File: src/rtl/tw_gen.sv
// ---------------------------------------------------------------------------
// tw_gen: twiddle-factor source for one radix-2 DIF SDF FFT stage.
// Tracks each sample's frame position and issues the matching Q1.7 twiddle
// (+1.0 = 128) two cycles later, aligned with data delayed by two registers.
//
// Ports
//   clk       rising-edge clock
//   rstn      asynchronous reset, active low
//   start     frame sync; the sample accepted this cycle is position 0
//   in_valid  a data sample enters the stage this cycle
//   inverse   1 = IFFT (conjugate twiddle); sampled with in_valid
//   tw_valid  twiddle valid (in_valid delayed 2 cycles)
//   tw_re     twiddle real part, signed Q1.7
//   tw_im     twiddle imaginary part, signed Q1.7
//   tw_last   with tw_valid: twiddle belongs to frame position N-1
// ---------------------------------------------------------------------------
module tw_gen #(
    parameter int unsigned N     = 64,
    parameter int unsigned STAGE = 0
) (
    input  logic              clk,
    input  logic              rstn,
    input  logic              start,
    input  logic              in_valid,
    input  logic              inverse,
    output logic              tw_valid,
    output logic signed [8:0] tw_re,
    output logic signed [8:0] tw_im,
    output logic              tw_last
);

    localparam int unsigned LOGN = $clog2(N);
    localparam int unsigned KW   = LOGN - 1;   // k lies in [0, N/2)
    localparam int unsigned QTR  = N / 4;
    localparam longint      ONE  = 64'sd268435456;   // 1.0 in Q.28
    localparam longint      PI_FX = 64'sd843314857;  // pi in Q.28

    // round(128*cos(2*pi*j/N)), ties away from zero, via integer Taylor series
    function automatic int cos_q7(input int unsigned j);
        longint x;
        longint x2;
        longint term;
        longint sum;
        longint r;
        int     res;
        x    = (2 * PI_FX * longint'(j)) / longint'(N);
        x2   = (x * x) / ONE;
        term = ONE;
        sum  = ONE;
        for (int n = 1; n <= 10; n++) begin
            term = -((term * x2) / ONE) / longint'((2 * n - 1) * (2 * n));
            sum  = sum + term;
        end
        r = sum * 128 + ONE / 2;
        if (r < 0) res = 0;
        else       res = int'(r / ONE);
        cos_q7 = res;
    endfunction

    // Quarter-wave cosine table, fixed at elaboration
    logic signed [8:0] cos_rom [QTR+1];
    for (genvar j = 0; j <= QTR; j++) begin : g_rom
        localparam logic signed [8:0] CJ = 9'(cos_q7(j));
        assign cos_rom[j] = CJ;
    end

    logic [LOGN-1:0] cnt_q, cnt_d;
    logic [LOGN-1:0] pos;
    logic [LOGN-1:0] shifted;
    logic [KW-1:0]   k_d, k_q;
    logic            is_last;
    logic            v1_q, inv1_q, last1_q;

    // Frame position and next counter value
    always_comb begin
        pos   = start ? '0 : cnt_q;
        cnt_d = cnt_q;
        if (in_valid) begin
            cnt_d = (pos == LOGN'(N - 1)) ? '0 : pos + LOGN'(1);
        end else if (start) begin
            cnt_d = '0;
        end
    end

    // (pos mod L) << STAGE equals (pos << STAGE) mod N; its top bit marks the
    // twiddled half and the remaining bits are k directly.
    always_comb begin
        shifted = pos << STAGE;
        k_d     = shifted[LOGN-1] ? shifted[KW-1:0] : '0;
        is_last = (pos == LOGN'(N - 1));
    end

    // Stage 1: counter and index registers
    always_ff @(posedge clk or negedge rstn) begin
        if (!rstn) begin
            cnt_q   <= '0;
            v1_q    <= 1'b0;
            k_q     <= '0;
            inv1_q  <= 1'b0;
            last1_q <= 1'b0;
        end else begin
            cnt_q <= cnt_d;
            v1_q  <= in_valid;
            if (in_valid) begin
                k_q     <= k_d;
                inv1_q  <= inverse;
                last1_q <= is_last;
            end
        end
    end

    logic              lo;
    logic [KW-1:0]     idx_re, idx_im;
    logic signed [8:0] mag_re, mag_im, re_d, im_d;

    // Quadrant folding: N/2-k wraps to -k in KW bits
    always_comb begin
        lo     = (k_q < KW'(QTR));
        idx_re = lo ? k_q : (KW'(0) - k_q);
        idx_im = lo ? (KW'(QTR) - k_q) : (k_q - KW'(QTR));
        mag_re = cos_rom[idx_re];
        mag_im = cos_rom[idx_im];
        re_d   = lo ? mag_re : -mag_re;
        im_d   = inv1_q ? mag_im : -mag_im;
    end

    // Stage 2: registered outputs, values hold between valid beats
    always_ff @(posedge clk or negedge rstn) begin
        if (!rstn) begin
            tw_valid <= 1'b0;
            tw_re    <= '0;
            tw_im    <= '0;
            tw_last  <= 1'b0;
        end else begin
            tw_valid <= v1_q;
            if (v1_q) begin
                tw_re   <= re_d;
                tw_im   <= im_d;
                tw_last <= last1_q;
            end
        end
    end

endmodule

File: config.mk
export PLATFORM = sky130hd
export DESIGN_NAME = tw_gen
export DESIGN_NICKNAME = d
export VERILOG_FILES = /design/src/rtl/tw_gen.sv
export SDC_FILE = /design/constraint.sdc
export NUM_CORES = 1
export LEC_CHECK = 0
export CAP_MARGIN = 20
export CORE_MARGIN = 3
export CORE_UTILIZATION = 35
export CTS_BUF_LIST = sky130_fd_sc_hd__clkbuf_4
export DETAILED_ROUTE_END_ITERATION = 8
export PLACE_DENSITY_LB_ADDON = 0.15
export SLEW_MARGIN = 15
export SYNTH_ARGS = -nofsm -noshare
export SYNTH_HDL_FRONTEND = slang
export SYNTH_SLANG_ARGS = --single-unit
File: constraint.sdc
create_clock -name clk -period 3.25 [get_ports clk]
set_input_delay 0.4875 -clock clk [delete_from_list [all_inputs] [get_ports clk]]
set_output_delay 0.4875 -clock clk [all_outputs]
set_load 0.01 [all_outputs]
==> metrics <==
Worst-Margin Slew ~0.66 ns; number of synthesized flops with an enable pin 0; synthesis-to-finish area growth 15.11%; Cells after Synth around 300; max-cap violations 0; Avg Cell Area, Syn 8.695 um^2; Starting DRT DRC Count approximately 200; final wirelength around 5900 um; Setup CP Type flip-flop to flip-flop; fin crit share 89.88%; layout cells sized above 1 approximately 11%; PortBufs 24; CP arrival about 3.1 ns; wire per inst approximately 14 um; Main synth FF type dfrtp_1; fillers 732; clock buffer count from CTS 5; Clock transition at path regs about 0.10 ns; Hold Fails Final Rpt 0; library cells used by synthesis just under 60; Syn Nets about 310; PwrDens 243.8 nW/um^2; nets@finish 343; share of the synthesized area in the top cell type between 30% and 40%; clock tree buffer depth 2; # IOs 25; hold_buf cts 0; register area roughly 850 um^2; Logic pwr share 9.8%; Psw between 0.00015 and 0.0002 W; # rows 30; Vias/cell about 5.3; final non-filler cell area 2983 um^2; placer congestion estimate approximately 0.9; dominant cell type by area after synthesis dfrtp_1; Tmin final 2.921 ns; CTS tree built; multi-input logic area roughly 1600 um^2; synth warn 0; die area between 8000 and 9000 um^2; worst relative slew slack between 50 and 60%; total number of vias about 2200; Highest Clock Rate 0.3423 GHz; Pint between 0.0005 and 0.0006 W; Starting Density around 37%; setup TNS 0 ns; die width 92.05 um; outcome completed; final core occ 42.72%; CP max FO 8; ant diodes 0; initial antenna violation count 0; Routed Antenna Nets 0; vias in the first global route roughly 2100; power share of the clock group between 20 and 30%; sequential fraction of the synthesis area approximately a third; Remaining DRCs 0; Pins Over Slew Limit 0; switch share around 24%; GRT Overall Usage approximately 15%; Die H between 90 and 100 um; top cells by area, synth dfrtp_1 (33%), a21oi_1 (5.6%), ha_1 (5.3%), nor2_1 (4.5%), xnor2_1 (3.7%); Final setup violation count 0; worst path required time between 3 and 4 ns; htree depth 2; worst hold path class flip-flop to flip-flop; dpl hpwl roughly 4400 um; Pleak 1.238 nW; Root Buffer Master clkbuf_4; Placed Area 2938 um^2; first-pass GRT wire length 10250 um; total iterations of the first detailed-routing run 4; RSZ-0062 raised after global routing no; VDD IR max between 100 and 150 uV; crit end category flip-flop; clock sink total 34; Seq pwr share between 60 and 70%; global route overflow 0; clk_lat worst skew approximately 0.32 ns; Syn Std Cell Area 2591 um^2; Startpoint Class flip-flop; FF+latch count, synth 34; pin count of the biggest net entering global routing 35; worst-case clock skew ~0.010 ns; asr flop ratio synth 100.0%; core area approximately 7000 um^2; final hold slack 0.5043 ns
==> sequential cells by signal (all words and copies together) (netlist names), 5 cells and up <==
| signal | count |
|---|---|
| cnt_q | 6 |
| k_q | 5 |
| tw_im | 9 |
| tw_re | 9 |
==> cells in the final DEF (no fill, tap or decap), drive strengths merged, types with 11 or more instances in the layout <==
master          n
a21oi          29
buf            15
clkdlybuf4s50  24
dfrtp          34
ha             11
inv            18
nand2          25
nor2           31
o21ai          16
xnor2          11
==> cell type report <==
type,count,area share [%]
multi-input combinational,229,51.97
sequential,34,28.52
timing repair buffer,39,11.83
tap,96,4.027
inverter,18,2.265
clock buffer,5,1.258
clock inverter,1,0.1258
==> through the flow <==
step / total power [W] / cells / setup WS [ns]
floorplan: 0.0004912 / 298 / 0.2355
global placement: 0.0005341 / 416 / 0.3355
detailed placement: 0.0005350 / 416 / 0.2895
CTS: 0.0007442 / 422 / 0.2713
global route: 0.0007785 / 422 / 0.08984
finish: 0.0007274 / 422 / 0.3289
==> critical path, cell delays in order, from the launching register on <==
cell and delay [ns]:
dfrtp_1 0.38, inv_1 0.13, ha_1 0.34, mux2i_2 0.25, inv_1 0.19, ha_1 0.32
a21oi_1 0.13, nor2_1 0.05, a21oi_1 0.18, o22ai_2 0.17, o41a_1 0.42, xnor2_1 0.18
a21oi_1 0.09
==> path summary, 6_finish.rpt <==
path                           from        to  slack [ns]  cells after the start
setup / recovery             k_q[1]  tw_re[6]        0.33                     12
hold / removal             tw_im[1]  tw_im[1]        0.50                      1
setup reg to reg             k_q[1]  tw_re[6]        0.33                     12
hold reg to reg            tw_im[1]  tw_im[1]        0.50                      1
max in group asynchronous      rstn  cnt_q[0]        2.36                      2
min in group asynchronous      rstn  tw_re[5]        0.56                      2
==> timing repair <==
| item | CTS | global route |
|---|---|---|
| buffers inserted | 0 | 0 |
| hold endpoints to repair | 0 | 0 |
| resized for setup | 0 | 1 |
| endpoints found under the setup margin | 0 | 1 |
==> per-layer routing <==
layer | up-vias | global-route usage, % | wire (um)
li1 | 1134 | - | -
met1 | 1023 | 21.41 | 2860
met2 | 64 | 21.84 | 2693
met3 | 2 | 2.625 | 317
met4 | 0 | 4.455 | 25
met5 | - | 0 | 0
==> power groups by stage <==
stage	Clock (W)	Sequential, W	Combinational [W]
after CTS	0.000217	0.000453	0.0000737
after global placement	0	0.000461	0.0000728
after detailed placement	0	0.000462	0.0000733
final	0.000203	0.000453	0.0000714
after floorplan	0	0.000461	0.0000306
after global routing	0.000242	0.000456	0.0000802
==> logic make-up after synthesis <==
group,after synthesis,share of synthesized area [%]
buffers and inverters,35,7.484
DFF,34,32.83
AOI/OAI and AO/OA,90,24.63
adders and majority gates,11,5.311
and+or+nand+nor,97,18.54
muxes,11,4.442
xor gates and xnor gates,20,6.760
==> synthesized netlist by cell type (2+ instances only) <==
cell type / instances
clkbuf_1: 3
o22ai_1: 7
nor4_1: 2
a41oi_1: 5
mux2_2: 4
ha_1: 11
nand4_1: 4
buf_2: 3
and3_1: 2
and2_1: 3
nor2b_1: 6
dlygate4sd1_1: 2
nor3_1: 4
a21oi_1: 29
nand3_1: 3
inv_1: 18
mux2i_1: 7
nor2_1: 31
o41ai_1: 2
or3_1: 2
dfrtp_1: 34
xnor2_1: 11
buf_4: 5
o21ai_0: 16
o211ai_1: 2
xor2_1: 9
a31oi_1: 5
a32o_1: 2
a221o_1: 3
nand2_1: 25
nand2b_1: 7
o221ai_1: 2
buf_6: 4
No activity file was read; power rests on OpenSTA's default activity.
